[config.mk]
export PLATFORM = sky130hd
export DESIGN_NAME = lane_render
export DESIGN_NICKNAME = d
export VERILOG_FILES = /design/src/rtl/display_pkg.sv /design/src/rtl/lane_flash.sv /design/src/rtl/lane_render.sv
export SDC_FILE = /design/constraint.sdc
export NUM_CORES = 1
export LEC_CHECK = 0
export BUFFER_PORTS_ARGS = -buffer_cell sky130_fd_sc_hd__buf_2
export CORE_AREA = 5 5 767 769
export DETAILED_ROUTE_END_ITERATION = 6
export DIE_AREA = 0 0 772 774
export SETUP_SLACK_MARGIN = 0.2
export SLEW_MARGIN = 20
export SYNTH_ARGS = -nofsm -noshare
export SYNTH_HDL_FRONTEND = slang
export SYNTH_SLANG_ARGS = --single-unit
[constraint.sdc]
create_clock -name clk -period 3.75 [get_ports clk]
set_input_delay 0.375 -clock clk [delete_from_list [all_inputs] [get_ports clk]]
set_output_delay 0.375 -clock clk [all_outputs]
set_load 0.03 [all_outputs]
[src/rtl/display_pkg.sv]
// Shared display constants and the pixel region classification for the lane renderer.
package display_pkg;

  localparam logic [11:0] WHITE     = 12'hFFF;
  localparam logic [11:0] BLACK     = 12'h000;
  localparam logic [11:0] BLUE      = 12'hF00;
  localparam logic [11:0] RED       = 12'h00F;
  localparam logic [11:0] GREY      = 12'h777;
  localparam logic [11:0] DEEP_GREY = 12'h444;
  localparam logic [11:0] FLASH     = 12'hCCC;

  typedef enum logic [1:0] {
    RC_OUTSIDE = 2'd0,
    RC_WHITE   = 2'd1,
    RC_KEY     = 2'd2,
    RC_NOTE    = 2'd3
  } region_e;

  function automatic logic in_span(input int v, input int lo, input int hi);
    return (v >= lo) && (v <= hi);
  endfunction

endpackage

[src/rtl/lane_flash.sv]
// Per-lane hit-flash frame counter: reloads on a judged hit, counts frames down to zero.
module lane_flash #(
  parameter int FLASH_FRAMES = 8
) (
  input  logic clk,
  input  logic rst,
  input  logic frame_start_i,
  input  logic hit_i,
  output logic active_o
);

  localparam int FW = $clog2(FLASH_FRAMES + 1);

  logic [FW-1:0] cnt_d, cnt_q;

  // Next count: a hit in the same cycle as frame_start still reloads.
  always_comb begin
    cnt_d = cnt_q;
    if (hit_i) begin
      cnt_d = FW'(FLASH_FRAMES);
    end else if (frame_start_i && (cnt_q != {FW{1'b0}})) begin
      cnt_d = cnt_q - {{(FW-1){1'b0}}, 1'b1};
    end else begin
      cnt_d = cnt_q;
    end
  end

  // Counter register.
  always_ff @(posedge clk or negedge rst) begin
    if (!rst) begin
      cnt_q <= {FW{1'b0}};
    end else begin
      cnt_q <= cnt_d;
    end
  end

  assign active_o = (cnt_q != {FW{1'b0}});

endmodule

[src/rtl/lane_render.sv]
// Two-stage rhythm-game playfield renderer (borders, judge line, keys, notes, hit flash).
// Optional background pass-through outside the playfield with LANE_RENDER_BG_EN.
module lane_render
  import display_pkg::*;
#(
  parameter int LANES        = 4,
  parameter int LANE_W       = 100,
  parameter int BORDER_W     = 6,
  parameter int X0           = 50,
  parameter int JUDGE_Y      = 440,
  parameter int TRACK_H      = 480,
  parameter int FLASH_FRAMES = 8
) (
  input  logic                       clk,
  input  logic                       rst,
  input  logic                       pix_valid,
  input  logic [9:0]                 x,
  input  logic [8:0]                 y,
  input  logic                       frame_start,
  input  logic [LANES-1:0]           key,
  input  logic [LANES-1:0]           judge_hit,
  input  logic [LANES*TRACK_H-1:0]   tracks,
`ifdef LANE_RENDER_BG_EN
  input  logic [11:0]                bg_color,
  input  logic                       bg_active,
`endif
  output logic [11:0]                color,
  output logic                       color_valid
);

  localparam int P  = LANE_W + BORDER_W;
  localparam int LW = (LANES > 1) ? $clog2(LANES) : 1;
  localparam int TW = $clog2(LANES * TRACK_H);

  logic [LANES-1:0] flash_nz;

  for (genvar g = 0; g < LANES; g++) begin : g_lane
    lane_flash #(.FLASH_FRAMES(FLASH_FRAMES)) u_flash (
      .clk           (clk),
      .rst           (rst),
      .frame_start_i (frame_start),
      .hit_i         (judge_hit[g]),
      .active_o      (flash_nz[g])
    );
  end

  region_e        region_d, region_q;
  logic [LW-1:0]  lane_d, lane_q;
  logic           note_d, note_q;
  logic           key_d, key_q;
  logic           interior_s;
  logic [TW-1:0]  bit_idx_s;
  logic           valid1_q, valid2_q;
  logic [11:0]    color_d, color_q;
`ifdef LANE_RENDER_BG_EN
  logic [11:0]    bg_color_q;
  logic           bg_active_q;
`endif

  // Stage 1 classification: which lane interior (if any) and which region the pixel hits.
  always_comb begin
    region_d   = RC_OUTSIDE;
    lane_d     = {LW{1'b0}};
    note_d     = 1'b0;
    key_d      = 1'b0;
    interior_s = 1'b0;
    bit_idx_s  = {TW{1'b0}};
    for (int i = 0; i < LANES; i++) begin
      if (in_span(int'(x), X0 + i*P + BORDER_W, X0 + (i+1)*P - 1)) begin
        interior_s = 1'b1;
        lane_d     = LW'(i);
        key_d      = key[i];
        bit_idx_s  = TW'(i*TRACK_H + int'(y));
        if (int'(y) < TRACK_H) begin
          note_d = tracks[bit_idx_s];
        end else begin
          note_d = 1'b0;
        end
      end else begin
        interior_s = interior_s;
      end
    end
    if (!in_span(int'(x), X0, X0 + LANES*P + BORDER_W - 1)) begin
      region_d = RC_OUTSIDE;
    end else if (!interior_s || in_span(int'(y), JUDGE_Y, JUDGE_Y + BORDER_W - 1)) begin
      region_d = RC_WHITE;
    end else if (int'(y) > JUDGE_Y + BORDER_W - 1) begin
      region_d = RC_KEY;
    end else begin
      region_d = RC_NOTE;
    end
  end

  // Stage 1 registers.
  always_ff @(posedge clk or negedge rst) begin
    if (!rst) begin
      valid1_q    <= 1'b0;
      region_q    <= RC_OUTSIDE;
      lane_q      <= {LW{1'b0}};
      note_q      <= 1'b0;
      key_q       <= 1'b0;
`ifdef LANE_RENDER_BG_EN
      bg_color_q  <= 12'h000;
      bg_active_q <= 1'b0;
`endif
    end else begin
      valid1_q    <= pix_valid;
      region_q    <= region_d;
      lane_q      <= lane_d;
      note_q      <= note_d;
      key_q       <= key_d;
`ifdef LANE_RENDER_BG_EN
      bg_color_q  <= bg_color;
      bg_active_q <= bg_active;
`endif
    end
  end

  // Stage 2 color selection in priority order; invalid pixels render black.
  always_comb begin
    color_d = BLACK;
    if (!valid1_q) begin
      color_d = BLACK;
    end else begin
      case (region_q)
        RC_WHITE: color_d = WHITE;
        RC_KEY:   color_d = key_q ? GREY : DEEP_GREY;
        RC_NOTE: begin
          if (note_q) begin
            color_d = BLUE;
          end else if (flash_nz[lane_q]) begin
            color_d = FLASH;
          end else if (key_q) begin
            color_d = GREY;
          end else begin
            color_d = BLACK;
          end
        end
        RC_OUTSIDE: begin
`ifdef LANE_RENDER_BG_EN
          color_d = bg_active_q ? bg_color_q : BLACK;
`else
          color_d = BLACK;
`endif
        end
        default: color_d = BLACK;
      endcase
    end
  end

  // Stage 2 registers.
  always_ff @(posedge clk or negedge rst) begin
    if (!rst) begin
      valid2_q <= 1'b0;
      color_q  <= 12'h000;
    end else begin
      valid2_q <= valid1_q;
      color_q  <= color_d;
    end
  end

  assign color       = color_q;
  assign color_valid = valid2_q;

endmodule
## After elaboration in Yosys (flattened, before gate mapping)

Index checks and enable logic that the tools add are counted.
Widths: inputs -> output; s select.

| storage, ports and cells | value |
|---|---|
| input port bits | 1951 |
| bits in registers | 36 |
| logic and storage cells | 107 |
| output and inout port bits | 13 |

| operators by class | value |
|---|---|
| reductions and logical operators | 21 |
| multiplexer cells | 46 |
| equality and inequality tests | 3 |
| order comparisons | 19 |
| add/subtract/negate cells | 7 |

Operator list:

| operator | number |
|---|---|
| $pmux 12 s4 | 1 |
| $le 10x9->1 const B | 4 |
| $mux 12 | 3 |
| $bmux 1 s11 | 3 |
| $mux 4 | 8 |
| $lt 11x12->1 const B | 2 |
| $mux 1 | 23 |
| $ge 10x6->1 const B | 2 |
| $ge 10x9->1 const B | 2 |
| $reduce_bool 4->1 | 4 |
| $sub 4x1->4 const B | 4 |
| $lt 10x12->1 const B | 1 |
| $lt 9x12->1 const B | 1 |
| $add 10x9->11 const A | 1 |
| $add 11x9->11 const A | 1 |
| $mux 11 | 1 |
| $add 9x9->10 const A | 1 |
| $ge 10x8->1 const B | 1 |
| $le 10x8->1 const B | 1 |
| $logic_and 1x1->1 | 10 |
| $mux 10 | 1 |
| $bmux 1 s9 | 1 |
| $ge 9x9->1 const B | 1 |
| $gt 9x9->1 const B | 1 |
| 11 further kinds | 18 |

## Longest topological paths before layout

| logic depth | value |
|---|---|
| word-level depth | 10 |
| gate-level depth with buffers | 15 |
| depth with buffers taken out | 11 |

## By module

Synthesis repeated with hierarchy kept, for this count alone.

| unflattened totals | value |
|---|---|
| cell total of the unflattened synthesis | 1700 |
| area, all modules | 19157.1 sq um |

Modules (own cells, without submodules):

| module | times used | area an instance (sq um) | cells an instance | sequential area each (sq um) |
|---|---|---|---|---|
| lane_render | 1 | 18221.2 | 1604 | 350.3 |
| lane_flash | 4 | 234.0 | 24 | 100.1 |

## Worst setup path after synthesis

No wires, ideal clock.

| timing path | value |
|---|---|
| path type | input -> register |
| start | input y[6] |
| end | register note_q |
| setup slack | 0.625 ns |
| arrival | 2.990 ns |
| setup time | 0.135 ns |
| required time | 3.615 ns |
| path buffers | 2 |
| cell stages on the path | 12 |
| cell sequence | clkbuf_1 -> inv_1 -> clkbuf_1 -> ha_1 -> a21boi_0 -> xnor2_1 -> or3_1 -> nor4_1 -> nor4_2 -> o2111ai_1 -> nor4bb_1 -> nor4b_2 |

| on the way | value |
|---|---|
| cells in the longest elaborated chain, start to end | 7 |
| elaborated cells between the ends (all ways) | 20 |

RTL lines:

| element | RTL line | text |
|---|---|---|
| from (decl) | lane_render.sv:18 | `input logic [8:0] y,` |
| $add 9x9->10 or $bmux 1 s9 (tied branches) | lane_render.sv:73, lane_render.sv:75 |  |
| $bmux 1 s11 or $mux 1 (tied branches) | lane_render.sv:75 | `note_d = tracks[bit_idx_s];` |
| $mux 1 (on tied branches) | lane_render.sv:75, lane_render.sv:74 |  |
| $mux 1 (on tied branches) | lane_render.sv:74, lane_render.sv:69 |  |
| $mux 1 (2 in series) | lane_render.sv:69 | `if (in_span(int'(x), X0 + i*P + BORDER_W, X0 + (i+1)*P - 1)) begin` |
| $mux 1 (*) | lane_render.sv:69 |  |
| net note_d | lane_render.sv:49 | `logic note_d, note_q;` |
| to (signal assigned) | lane_render.sv:110 | `note_q <= note_d;` |
| to (decl) | lane_render.sv:49 |  |

The timed path passes the listed nets; every way through them passes the cells marked *. The select of a mux whose other input is x is not followed.
A chain may end at the register's enable or synchronous reset.

## Worst setup path after layout

| timing path | value |
|---|---|
| start | input y[2] |
| end | register note_q |

The elaborated chain is that of the path after synthesis.

==> flow_metrics.tcl <==
set metrics [dict create \
    cp_slowest_cell "a2111oi_1" \
    fin_util 0.0761 \
    critPathKind "primary input to register" \
    reg2reg_depth 7 \
    fin_tns_setup_ns -0.0128 \
    finalWorstSetupSlack_ns -0.0128 \
    ys_seq_area_frac 0.0388 \
    cellPowerDensity_mw_per_mm2 153 \
    crit_start "y[2]" \
    crit_chain "buf_12, buf_4, buf_12, buf_12, mux4_1, nor3b_1, a31oi_1, and3_1, mux4_2, a2111oi_1, nor4bb_4, buf_4, nor4b_4" \
    syn_area_mm2 0.0194 \
    vias_per_cell 2.48 \
    drc 0 \
    placed_cells 11672 \
    grt-busiest-layer "met2" \
    violations "setup timing" \
    gp_congestion 0.955 \
    ys.flop_type "dfrtp_1" \
    fmax_mhz 266 \
    overflow 0 \
    io_pins 1964 \
    synth_nets 3627 \
    required_ns 3.97 \
    fin_crit_ns 3.76 \
    hold_violations 0 \
    first_pass_iters 7 \
    dp_hpwl_um 288000 \
    grt_use_met2 0.169 \
    grt_pass1_vias 31035 \
    die_width_um 772 \
    drive_above_1_share 0.753 \
    hp-class "primary input to asynchronous set/reset pin" \
    yosys.cell_types.count 87 \
    grt_usage 0.0987 \
    synth_edf_count 0 \
    htree_levels 2 \
    ant_nets 0 \
    post-route-period-util 1.00 \
    fin_skew_ns 0.0320 \
    cts_tree "yes" \
    slew_headroom 0.419 \
    hold-worst-slack_ns 0.155 \
    ys_warn_count 0 \
    p_leak_nw 17.3 \
    final_cell_mix "buf_2, buf_4, mux4_2, mux2i_1, buf_12" \
    synthArstFlopShare 1.00 \
    final-max-slew-violation-count 0 \
    clkSinkCount 30 \
    core_mm2 0.580 \
    vdd_drop_max_mv 0.155 \
    grt_pass1_wl_um 371000 \
    cp_common_cell "buf_12" \
    mostFrequentLayoutCell "buf_2" \
    met3_usage 0.0224 \
    drv_cap 0 \
    cts_made_buffers 5 \
    clock_path_buffers 2 \
    wl_per_cell_um 26.4 \
    grt_max_degree 45 \
    dpl_cell_area_mm2 0.0428 \
    totalWireLength_um 313000 \
    end_kind "register" \
    syn-instance-count 1664 \
    total_power_mw 6.75 \
    die_h_um 774 \
    start_kind "primary input" \
    syn2layout_area_growth_pct 128 \
    final_cells 11861 \
    cp.arrival_ns 3.98 \
    clk-insertion-delay-late_ns 0.31 \
    final_area_mm2 0.0441 \
    start_util 0.0334 \
    cts_root_buf "clkbuf_16" \
    placementRows 280 \
    vias 29424 \
    fill_cells 68045 \
    timing.rr.start "g_lane[3].u_flash.cnt_q[0]" \
    die-area_mm2 0.598 \
    synth_seq_cells 30 \
    status "finished, violations left" \
    setup_viol 1 \
    critical_path.max_stage_delay_ns 0.60 \
    place_ws_ns -1.32 \
    clk_pin_slew_ns 0.09 \
    syn_area_per_cell_um2 11.6 \
    grt_setup_unrepaired "true" \
    path_max_fanout 27 \
    antenna_found_initial 246 \
    worst_pin_slew_ns 0.872 \
    grt_use_met1 0.116 \
    portBuffers 1962 \
    drtIter0Drc 2205 \
    nNetsFinal 5917 \
]
-- cell families (layout without fill, tap and decap cells) --
family | Yosys count | in the layout | synth area share
AOI/OAI and AO/OA | 389 | 389 | 0.150
xor gates and xnor gates | 13 | 13 | 0.00588
adders and majority gates | 12 | 12 | 0.00776
buffers and inverters | 228 | 2519 | 0.0976
DFF | 30 | 30 | 0.0388
muxes | 643 | 643 | 0.609
other | 0 | 151 | 0
and+or+nand+nor | 349 | 349 | 0.0911
-- cells in the mapped netlist (all sizes together), types with 19 or more instances --
master / number / area, um^2
a21oi: 55 / 275
mux2i: 220 / 2200
nor3: 29 / 170
nor2: 76 / 285
nand3: 29 / 145
mux4: 411 / 9460
o21ai: 35 / 175
nand4: 19 / 119
inv: 22 / 82.6
a22oi: 85 / 638
clkbuf: 36 / 135
buf: 168 / 1660
o221ai: 46 / 434
a221oi: 24 / 216
dfrtp: 30 / 751
o22ai: 31 / 194
nand2: 97 / 367
-- where the power goes --
group          switching [mW]  leakage, nW  internal (mW)
logic                    3.15         16.9           2.74
clock network           0.185       0.0738          0.264
registers              0.0463        0.374          0.367
total                    3.38         17.3           3.37
-- flip-flops by register name, indices dropped and copies added, names as in the netlist --
signal                flops
color                     6
color_valid               1
g_lane.u_flash.cnt_q     16
key_q                     1
lane_q                    2
note_q                    1
region_q                  2
valid1_q                  1
-- critical path, delay by kind of cell --
kind / cells / cell delay (ns)
AO/OA/AOI/OAI: 2 / 0.69
buffers and inverters: 5 / 0.91
multiplexers: 2 / 0.88
AND/OR/NAND/NOR: 4 / 0.91
-- final cells by class --
cell class                 count  area [um^2]  share of cell area
clock inverter                 2         12.5            0.000283
antenna                      151          378             0.00856
sequential                    30          751              0.0170
clock buffer                   6          139             0.00315
tap                         7755         9700               0.220
timing repair buffer        2487        15800               0.358
inverter                      24          105             0.00238
multi-input combinational   1406        17300               0.391
-- path summary, 6_finish.rpt --
kind,to,slack [ns]
worst max-delay path,note_q,-0.01
worst min-delay path,color[6],0.15
worst max register to register,color[5],2.00
worst min register to register,color_valid,0.46
max in group asynchronous,lane_q[1],3.05
min in group clk,valid1_q,0.17
-- repair_timing --
action	in CTS	in global routing
setup buffers	20	7
endpoints found under the hold margin	0	0
gates cloned	3	0
endpoints found under the setup margin	1	1
resized for setup	73	13
pin swaps	13	15
hold buffers	0	0
-- metal layers --
metal / up-vias / part of all wire
met2: 2227 / 0.47
met5: - / 0.0016
li1: 12097 / -
met4: 78 / 0.060
met1: 14495 / 0.40
met3: 527 / 0.070
No activity file was read; power rests on OpenSTA's default activity.
